`config.mk`:
```
export PLATFORM = sky130hd
export DESIGN_NAME = morra_scoreboard_flat
export DESIGN_NICKNAME = d
export VERILOG_FILES = /design/src/rtl/morra_scoreboard_if.sv /design/src/rtl/morra_scoreboard.sv /design/src/flat_wrapper.sv
export SDC_FILE = /design/constraint.sdc
export NUM_CORES = 1
export LEC_CHECK = 0
export CELL_PAD_IN_SITES_DETAIL_PLACEMENT = 0
export CELL_PAD_IN_SITES_GLOBAL_PLACEMENT = 1
export CORE_AREA = 2 2 58 115
export DETAILED_ROUTE_END_ITERATION = 10
export DIE_AREA = 0 0 60 117
export DONT_BUFFER_PORTS = 1
export GPL_TIMING_DRIVEN = 1
export PLACE_DENSITY_LB_ADDON = 0.1
export SLEW_MARGIN = 10
export SYNTH_ARGS = -nofsm -noshare
export SYNTH_HDL_FRONTEND = slang
export SYNTH_SLANG_ARGS = --single-unit
```
`constraint.sdc`:
```
create_clock -name clk -period 7.71 [get_ports clk]
set_clock_uncertainty 0.2 [all_clocks]
set_input_delay 1.1565 -clock clk [delete_from_list [all_inputs] [get_ports clk]]
set_output_delay 1.1565 -clock clk [all_outputs]
set_load 0.01 [all_outputs]
```
`src/rtl/morra_scoreboard_if.sv`:
```
// Record stream from the Morra scoreboard to its consumer: valid/ready handshake
// carrying {esito[1:0], rounds[4:0]}.
interface morra_scoreboard_if;
    logic       rec_valid;
    logic       rec_ready;
    logic [6:0] rec_data;

    modport master (output rec_valid, output rec_data, input rec_ready);
    modport slave  (input rec_valid, input rec_data, output rec_ready);
endinterface

```
`src/rtl/morra_scoreboard.sv`:
```
// Match scoreboard for the Morra game FSMD: counts rounds, tallies match outcomes
// and queues one {esito, rounds} record per finished match in a small FIFO.
module morra_scoreboard #(
    parameter int FIFO_DEPTH = 4,
    parameter int CNT_W      = 4
) (
    input  logic               clk,
    input  logic               rst_n,
    input  logic               INIZIA,
    input  logic [1:0]         MANCHE,
    input  logic [1:0]         PARTITA,
    output logic [CNT_W-1:0]   VITTORIE_PRIMO,
    output logic [CNT_W-1:0]   VITTORIE_SECONDO,
    output logic [CNT_W-1:0]   PAREGGI,
    output logic [4:0]         MANCHE_GIOCATE,
    output logic               OVERFLOW,
    morra_scoreboard_if.master rec
);

    localparam int AW = $clog2(FIFO_DEPTH);

    typedef enum logic [1:0] {
        IDLE  = 2'd0,
        GIOCO = 2'd1,
        FINE  = 2'd2
    } state_t;

    state_t state, state_nxt;

    logic       clr_rounds;
    logic       count_round;
    logic       end_match;
    logic [4:0] rounds_inc;
    logic [4:0] rounds_now;
    logic [6:0] new_rec;

    logic [6:0]    mem [FIFO_DEPTH];
    logic [AW-1:0] wr_ptr, rd_ptr, rd_ptr_nxt;
    logic [AW:0]   count, count_nxt;
    logic          full, pop, push_ok;

    // ------------------------------------------------------------------ FSM
    // NOTE: state and every other register use non-blocking assignments so all
    // flops update together from pre-edge values.
    always_ff @(posedge clk or negedge rst_n) begin
        if (!rst_n) state <= IDLE;
        else        state <= state_nxt;
    end

    always_comb begin
        state_nxt = state;
        if (INIZIA) begin
            state_nxt = GIOCO;
        end else begin
            case (state)
                GIOCO:   if (PARTITA != 2'b00) state_nxt = FINE;
                default: state_nxt = state;
            endcase
        end
    end

    // NOTE: every comb output gets a default first so no latch is inferred.
    always_comb begin
        clr_rounds  = 1'b0;
        count_round = 1'b0;
        end_match   = 1'b0;
        if (INIZIA) begin
            clr_rounds = 1'b1;
        end else if (state == GIOCO) begin
            count_round = (MANCHE != 2'b00);
            end_match   = (PARTITA != 2'b00);
        end
    end

    // --------------------------------------------------------- round count
    assign rounds_inc = (MANCHE_GIOCATE == 5'd31) ? 5'd31 : MANCHE_GIOCATE + 5'd1;
    assign rounds_now = count_round ? rounds_inc : MANCHE_GIOCATE;
    assign new_rec    = {PARTITA, rounds_now};

    always_ff @(posedge clk or negedge rst_n) begin
        if (!rst_n)           MANCHE_GIOCATE <= '0;
        else if (clr_rounds)  MANCHE_GIOCATE <= '0;
        else if (count_round) MANCHE_GIOCATE <= rounds_inc;
    end

    // -------------------------------------------------------------- tallies
    always_ff @(posedge clk or negedge rst_n) begin
        if (!rst_n) begin
            VITTORIE_PRIMO   <= '0;
            VITTORIE_SECONDO <= '0;
            PAREGGI          <= '0;
        end else if (end_match) begin
            case (PARTITA)
                2'b01: if (VITTORIE_PRIMO != '1)
                           VITTORIE_PRIMO <= VITTORIE_PRIMO + CNT_W'(1);
                2'b10: if (VITTORIE_SECONDO != '1)
                           VITTORIE_SECONDO <= VITTORIE_SECONDO + CNT_W'(1);
                2'b11: if (PAREGGI != '1)
                           PAREGGI <= PAREGGI + CNT_W'(1);
                default: ;
            endcase
        end
    end

    // ----------------------------------------------------------- record FIFO
    assign full       = (count == (AW+1)'(FIFO_DEPTH));
    assign pop        = rec.rec_valid && rec.rec_ready;
    assign push_ok    = end_match && (!full || pop);
    assign rd_ptr_nxt = pop ? rd_ptr + AW'(1) : rd_ptr;

    always_comb begin
        count_nxt = count;
        case ({push_ok, pop})
            2'b10:   count_nxt = count + (AW+1)'(1);
            2'b01:   count_nxt = count - (AW+1)'(1);
            default: count_nxt = count;
        endcase
    end

    // NOTE: the storage array has no reset; rec_data/rec_valid are reset instead,
    // so no stale entry is ever presented.
    always_ff @(posedge clk) begin
        if (push_ok) mem[wr_ptr] <= new_rec;
    end

    always_ff @(posedge clk or negedge rst_n) begin
        if (!rst_n) begin
            wr_ptr        <= '0;
            rd_ptr        <= '0;
            count         <= '0;
            rec.rec_valid <= 1'b0;
            rec.rec_data  <= '0;
            OVERFLOW      <= 1'b0;
        end else begin
            if (push_ok) wr_ptr <= wr_ptr + AW'(1);
            rd_ptr        <= rd_ptr_nxt;
            count         <= count_nxt;
            rec.rec_valid <= (count_nxt != '0);
            // The head after this edge is the new record only when it lands alone.
            if (count_nxt == '0)
                rec.rec_data <= '0;
            else if (push_ok && (wr_ptr == rd_ptr_nxt))
                rec.rec_data <= new_rec;
            else
                rec.rec_data <= mem[rd_ptr_nxt];
            if (end_match && full && !pop) OVERFLOW <= 1'b1;
        end
    end

endmodule
```
`src/flat_wrapper.sv`:
```
// flat-port wrapper written by rule: the top's interface ports become plain ports
module morra_scoreboard_flat 
#(
    parameter int FIFO_DEPTH = 4,
    parameter int CNT_W      = 4
)
  (clk, rst_n, INIZIA, MANCHE, PARTITA, VITTORIE_PRIMO, VITTORIE_SECONDO, PAREGGI, MANCHE_GIOCATE, OVERFLOW, rec_rec_valid, rec_rec_data, rec_rec_ready);
  morra_scoreboard_if rec_i ();
  input  logic clk;
  input  logic rst_n;
  input  logic INIZIA;
  input  logic [1:0] MANCHE;
  input  logic [1:0] PARTITA;
  output logic [CNT_W-1:0] VITTORIE_PRIMO;
  output logic [CNT_W-1:0] VITTORIE_SECONDO;
  output logic [CNT_W-1:0] PAREGGI;
  output logic [4:0] MANCHE_GIOCATE;
  output logic OVERFLOW;
  output wire logic [$bits(rec_i.rec_valid)-1:0] rec_rec_valid;
  output wire logic [$bits(rec_i.rec_data)-1:0] rec_rec_data;
  input wire logic [$bits(rec_i.rec_ready)-1:0] rec_rec_ready;
  assign rec_rec_valid = rec_i.rec_valid;
  assign rec_rec_data = rec_i.rec_data;
  assign rec_i.rec_ready = rec_rec_ready;
  morra_scoreboard #(.FIFO_DEPTH(FIFO_DEPTH), .CNT_W(CNT_W)) u_core (.clk(clk), .rst_n(rst_n), .INIZIA(INIZIA), .MANCHE(MANCHE), .PARTITA(PARTITA), .VITTORIE_PRIMO(VITTORIE_PRIMO), .VITTORIE_SECONDO(VITTORIE_SECONDO), .PAREGGI(PAREGGI), .MANCHE_GIOCATE(MANCHE_GIOCATE), .OVERFLOW(OVERFLOW), .rec(rec_i));
endmodule
```
==> metrics.md, run 1 <==
| Metric | Value |
|---|---|
| Initial drt markers | `94` |
| Ant. Diodes | `0` |
| Post-synthesis sequential element count | `63` |
| Hpwl dp | `slightly above 4 mm` |
| Rows | `between 40 and 50` |
| Drt total wl | `between 6 and 7 mm` |
| GRT Residual Overflow | `0` |
| Post-Syn Area | `~3000 um^2` |
| Most common cell in the netlist | `dfrtp_1` |
| Crit path max fanout | `9` |
| Synth area leaders | `dfrtp_1 29%, edfxtp_1 28%, mux2_2 3.4%` |
| Synthesized net count | `256` |
| Placed cell area | `just over 3000 um^2` |
| RSZ-0062 raised after global routing | `no` |
| Post-synth ARST share | `between 50% and 60%` |
| Sum Neg Setup Slack | `0 ns` |
| WHS | `around 0.32 ns` |
| Clk buf depth | `2` |
| Root buffer cell | `clkbuf_16` |
| Number of synthesized flops with an enable pin | `28` |
| Final Setup Violations | `0` |
| Initial Util | `48.1%` |
| Synth top area share | `between 20 and 30%` |
| Final hold vios | `0` |
| Die height | `around 120 um` |
| Ys Warns | `0` |
| Top cells by count, synth | `35 x dfrtp_1, 28 x edfxtp_1, 19 x nand3_1, 12 x o21ai_0` |
| Peak VDD IR | `between 150 and 200 uV` |
| Max Fclk | `around 290 MHz` |
| CTS tree | `built` |
| IO Port Bufs | `0` |
| Fin crit share | `around 45%` |
| Seq/Total Area, Yosys | `57.5%` |
| Tot GR Track Use | `around a fifth` |
| P_leak | `about 0.0013 uW` |
| Synth area leader | `dfrtp_1` |
| Min cycle time layout | `about 3.4 ns` |
| Setup CP Type | `in -> reg` |
| Global-route wire length before repair | `roughly 9.5 mm` |
| TritonCTS Sinks | `between 60 and 70` |
| Pwr per Cell Area | `407 nW/um^2` |
| Fillers | `534` |
| CP endpoint kind | `register` |
| Slowest stage cell, crit path | `or3b_1` |
| Most used DFF post-synth | `dfrtp_1` |
| Die area | `about 7000 um^2` |
| Clock slew at reported path FFs | `0.05 ns` |
| Num CTS Buffers | `9` |
| Cts-stage hold buffer count | `0` |
| Vias in the first global route | `1809` |
| Final Slew Violations | `0` |
| CP peak stage delay | `0.53 ns` |
| Drt pass-1 iters | `6` |
| Slew of the pin with the lowest slew margin | `around 1.2 ns` |
| Synthesized instance count | `roughly 240` |
| Largest net degree at the start of global routing | `36` |
| Post-CTS Setup Repair Bufs | `0` |
| # IOs | `34` |
| Worst-Skew Late Latency | `between 0.3 and 0.4 ns` |
| Area growth from synthesis to layout | `13.3%` |
| GP Congestion | `roughly 0.8` |
| Core area | `6210 um^2` |
| MaxCap Viol Count | `0` |
| Post-layout util | `between 50% and 60%` |
| Synth Area per Inst | `approximately 13 um^2` |
| Critical-path cell list | `or3b_1 > o21ai_1 > inv_1 > fa_1 > a211oi_1 > o2111ai_1 > nand3_1 > a21oi_1` |
| Worst min path class | `in -> async` |
| Synth unique cells | `50` |
| Number of gates resized after CTS | `0` |
| Drt drc | `0` |
| Vias | `between 1500 and 2000` |
| Reg2reg setup slack | `about 4.7 ns` |
| Post-layout net count | `between 200 and 300` |
| WL per Instance | `~18 um` |
| Layout cells sized above 1 | `15.4%` |
| Slew headroom | `between 20% and 30%` |
| Initial antenna violation count | `0` |
| Outcome | `finished clean` |
| Die Wd | `around 60 um` |
| CP required | `about 7.7 ns` |
| Fin area | `~3400 um^2` |
| H-tree levels | `3` |
| Worst EP arrival | `3.45 ns` |
| Startpoint types | `input pin` |
| Antenna-violating nets left | `0` |
| Via/cell ratio | `between 5 and 6` |
-- state kept, by name (all words and copies together) (netlist names), 3 cells and up --
register                 flops
u_core.VITTORIE_PRIMO        4
u_core.count                 3
u_core.VITTORIE_SECONDO      4
u_core.mem                  28
u_core.PAREGGI               4
u_core.rec.rec_data          7
u_core.MANCHE_GIOCATE        5
-- cells in the final DEF (no fill, tap or decap), types with 8 or more instances in the layout --
| cell | count |
|---|---|
| dfrtp_1 | 35 |
| edfxtp_1 | 28 |
| nand3_1 | 19 |
| o21ai_0 | 12 |
| inv_1 | 11 |
| a21oi_1 | 11 |
| nand2_1 | 10 |
| mux2_2 | 9 |
| clkbuf_16 | 9 |
| xnor2_1 | 8 |
| ha_1 | 8 |
-- metal layers --
layer / up-vias / global-route usage [%] / part of all wire [%]
li1: 881 / - / -
met4: 0 / 8.00 / 1.4
met2: 58 / 28.8 / 51
met5: - / 0 / 0
met1: 924 / 24.6 / 42
met3: 5 / 7.47 / 5.6
-- layout make-up --
| class | count | area [um^2] | share of cell area (%) |
|---|---|---|---|
| Clock buffer | 10 | 239 | 7.06 |
| Inverter | 11 | 41.3 | 1.22 |
| Tap cell | 86 | 108 | 3.18 |
| Multi-Input combinational cell | 157 | 1170 | 34.6 |
| Clock inverter | 6 | 108 | 3.18 |
| Sequential cell | 63 | 1720 | 50.7 |
-- per-stage QoR --
step	instances	power, uW	setup slack (ns)
2_1_floorplan	239	838	4.22
3_3_place_gp	317	907	4.06
3_5_place_dp	317	921	3.94
4_1_cts	333	1390	4.27
5_1_grt	333	1460	4.11
6_report	333	1380	4.26
-- worst paths after layout --
check / to / from / depth (start not counted)
worst min-delay path: u_core.rec.rec_data[0] / rst_n / 0
worst max register to register: u_core.rec.rec_data[0] / u_core.state[1] / 8
worst max-delay path: u_core.rec.rec_data[0] / INIZIA / 8
min in group clk: u_core.state[0] / u_core.state[0] / 2
max in group asynchronous: u_core.MANCHE_GIOCATE[1] / rst_n / 0
worst min register to register: u_core.state[0] / u_core.state[0] / 2
-- critical path: cells and delay by family --
kind,cells,cell delay (ns)
buf+inv,1,0.09
fa+ha+maj,1,0.44
compound gates,4,0.91
simple gates,2,0.84
-- power breakdown --
group          internal, uW  switching (uW)
Sequential              441             107
Clock                   323             142
Combinational           161             203
Total                   925             452
-- logic make-up (layout without fill, tap and decap cells) --
group           Yosys count  after routing  share of synthesized area, %
simple gates             74             74                          14.8
flops                    63             63                          57.5
compound gates           49             49                          11.8
buf+inv                  19             27                          3.31
xor+xnor                 14             14                          4.56
mux                      11             11                          4.10
fa+ha+maj                 9              9                          4.02
(Power assumes the default switching activity.)
==> run 2: changes to the inputs <==
--- a/config.mk
+++ b/config.mk
@@ -7,9 +7,9 @@
 export LEC_CHECK = 0
 export CELL_PAD_IN_SITES_DETAIL_PLACEMENT = 0
 export CELL_PAD_IN_SITES_GLOBAL_PLACEMENT = 1
-export CORE_AREA = 2 2 58 115
+export CORE_AREA = 2 2 60 119
 export DETAILED_ROUTE_END_ITERATION = 10
-export DIE_AREA = 0 0 60 117
+export DIE_AREA = 0 0 62 121
 export DONT_BUFFER_PORTS = 1
 export GPL_TIMING_DRIVEN = 1
 export PLACE_DENSITY_LB_ADDON = 0.1
==> constraint.sdc (replaced) <==
create_clock -name clk -period 3.08 [get_ports clk]
set_clock_uncertainty 0.2 [all_clocks]
set_input_delay 0.462 -clock clk [delete_from_list [all_inputs] [get_ports clk]]
set_output_delay 0.462 -clock clk [all_outputs]
set_load 0.01 [all_outputs]
==> metrics.md, run 2 (synthesized netlist as in run 1, its figures left out) <==
| Metric | Value |
|---|---|
| Outcome | `finished clean` |
| GP Congestion | `0.825 (+0.40%)` |
| Die area | `7500 um^2 (+6.9%)` |
| Slew of the pin with the lowest slew margin | `0.810 ns (-0.368 ns)` |
| Slew headroom | `45.5% (+24 points)` |
| MaxCap Viol Count | `0 (unchanged)` |
| Area growth from synthesis to layout | `13.8%` |
| Final Slew Violations | `0 (unchanged)` |
| Hpwl dp | `4.71 mm (+16%)` |
| Worst Path Buf+Inv | `1 (unchanged)` |
| Reg power frac | `41.1% (+1.3 points)` |
| Sum Neg Setup Slack | `0 ns (unchanged)` |
| IO Port Bufs | `0 (unchanged)` |
| Hold Path Sink | `u_core.mem[3][5]` |
| Antenna-violating nets left | `0 (unchanged)` |
| Commonest non-fill, non-tap cell in the layout | `dfrtp_1` |
| Power Internal | `2160 uW (+130%)` |
| Worst slack at placement | `0.232 ns (-3.71 ns)` |
| Final hold vios | `0 (unchanged)` |
| Min cycle time layout | `between 2 and 3 ns` |
| Fin area | `3400 um^2 (+0.48%)` |
| Die Wd | `62 um (+3.3%)` |
| Placed cell area | `3070 um^2 (+1.1%)` |
| P_leak | `0.00134 uW (+0.64%)` |
| Ant. Diodes | `0 (unchanged)` |
| Pwr per Cell Area | `975 nW/um^2 (+140%)` |
| WHS | `0.0297 ns (-0.287 ns)` |
| Worst Slack Setup Final | `0.291 ns (-3.97 ns)` |
| Clk buf depth | `2 (unchanged)` |
| Switching power | `1160 uW (+160%)` |
| Commonest cells after routing, fill and taps aside | `35 x dfrtp_1, 28 x edfxtp_1, 19 x nand3_1` |
| Max FFs per register | `28 (unchanged)` |
| Worst-Skew Late Latency | `0.33 ns (about the same)` |
| Global-route wire length before repair | `10.5 mm (+11%)` |
| Comb pwr share | `29.8% (+3.3 points)` |
| Drt total wl | `6.54 mm (+8.1%)` |
| Final Setup Violations | `0 (unchanged)` |
| Crit path max fanout | `8 (-1)` |
| Vias | `1911 (+2.3%)` |
| CP endpoint kind | `register` |
| Reg2reg setup slack | `0.29 ns (-4.36 ns)` |
| Worst EP arrival | `2.78 ns (-0.67 ns)` |
| Tot GR Track Use | `20.1% (+0.86 points)` |
| Largest net degree at the start of global routing | `36 (unchanged)` |
| Slowest stage cell, crit path | `fa_1` |
| Reg2reg path depth | `8 (unchanged)` |
| Hold Path Stages | `0` |
| Initial antenna violation count | `0 (unchanged)` |
| Top Registers | `u_core.mem (28), u_core.rec.rec_data (7), u_core.MANCHE_GIOCATE (5)` |
| Vias in the first global route | `2043 (+13%)` |
| Worst min path class | `in -> reg` |
| Rows | `42 (+2.4%)` |
| CP required | `3.07 ns (-4.64 ns)` |
| CP peak stage delay | `0.44 ns (-0.09 ns)` |
| Clock slew at reported path FFs | `0.05 ns (about the same)` |
| Drt drc | `0 (unchanged)` |
| Critical-path cell list | `or3b_1 > o21ai_1 > inv_1 > fa_1 > a211oi_1 > o2111ai_1 > nand3_1 > a21oi_1` |
| CTS tree | `built` |
| H-tree levels | `3 (unchanged)` |
| Via/cell ratio | `5.59 (-0.39%)` |
| Setup CP Type | `reg -> reg` |
| Final std cells w/o fill | `342 (+2.7%)` |
| # IOs | `34 (unchanged)` |
| GRT Residual Overflow | `0 (unchanged)` |
| Peak VDD IR | `523 uV (+170%)` |
| Reg2reg start | `u_core.state[1]` |
| Switching Share | `34.9% (+2.1 points)` |
| Largest delay share family, worst path | `compound AO/OA/AOI/OAI gates` |
| Drt pass-1 iters | `4 (-2)` |
| Num CTS Buffers | `9 (unchanged)` |
| Core area | `6570 um^2 (+5.8%)` |
| Placed cells | `323 (+1.9%)` |
| RSZ-0062 raised after global routing | `no` |
| Post-layout net count | `266 (+2.7%)` |
| Root buffer cell | `clkbuf_16` |
| Initial drt markers | `100 (+6.4%)` |
| WL per Instance | `19.1 um (+5.3%)` |
| Startpoint types | `register` |
| TritonCTS Sinks | `63 (unchanged)` |
| Clock Power Share | `29.1% (-4.6 points)` |
| Initial Util | `45.5% (-2.6 points)` |
| Die height | `121 um (+3.4%)` |
| Hold Path Origin | `PARTITA[0]` |
| Layout cells sized above 1 | `16.9% (+1.5 points)` |
| Fin crit share | `90.5%` |
| FF-to-FF End | `u_core.rec.rec_data[2]` |
| Most flop-heavy register | `u_core.mem` |
| Max Fclk | `359 MHz` |
## run 2: worst register-to-register path, cell delays in order (launching register included)
cell and delay, ns:
dfrtp_1 0.39, or3b_1 0.41, o21ai_1 0.22, inv_1 0.08
fa_1 0.44, a211oi_1 0.35, o2111ai_1 0.17, nand3_1 0.32
a21oi_1 0.08
## run 2: per-layer routing
metal	track usage (%)	wire [um]	vias up
met1	19.8	2270	941
li1	-	-	893
met2	35.0	3680	59
met4	10.9	308	0
met5	0	0	-
met3	6.18	274	18
## run 2: area by class of cell
type / count / area (um^2)
clock buffers: 10 / 229
clock inverters: 6 / 61.3
fillers: 609 / 3170
inverters: 11 / 41.3
multi-input cells: 157 / 1170
flip-flops and latches: 63 / 1720
well taps: 88 / 110
repair buffers: 7 / 70.1
## run 2: worst max-delay path by stage
stage	start	endpoint	cells after the start
floorplan	INIZIA	u_core.rec.rec_data[0]	10
global placement	INIZIA	u_core.rec.rec_data[4]	8
detailed placement	INIZIA	u_core.rec.rec_data[4]	8
CTS	u_core.state[1]	u_core.rec.rec_data[4]	8
global route	u_core.state[1]	u_core.rec.rec_data[4]	8
finish	u_core.state[1]	u_core.rec.rec_data[2]	8
## run 2: stage by stage
step | util (%) | power [uW]
floorplan | - | 2100
global placement | 46.7 | 2360
detailed placement | 46.7 | 2370
CTS | 51.8 | 3370
global route | 51.8 | 3530
finish | 51.8 | 3310
## run 2: what timing repair did
action                    CTS  global route
gates resized for setup     0             0
hold endpoints to repair   41             0
setup buffers               0             0
hold buffers                3             0
## run 2: power groups by stage
stage | combinational (uW) | sequential [uW] | clock, uW
after floorplan | 773 | 1320 | 0
after global placement | 977 | 1380 | 0
after detailed placement | 989 | 1380 | 0
after CTS | 1010 | 1370 | 991
after global routing | 1120 | 1400 | 1020
final | 988 | 1360 | 966
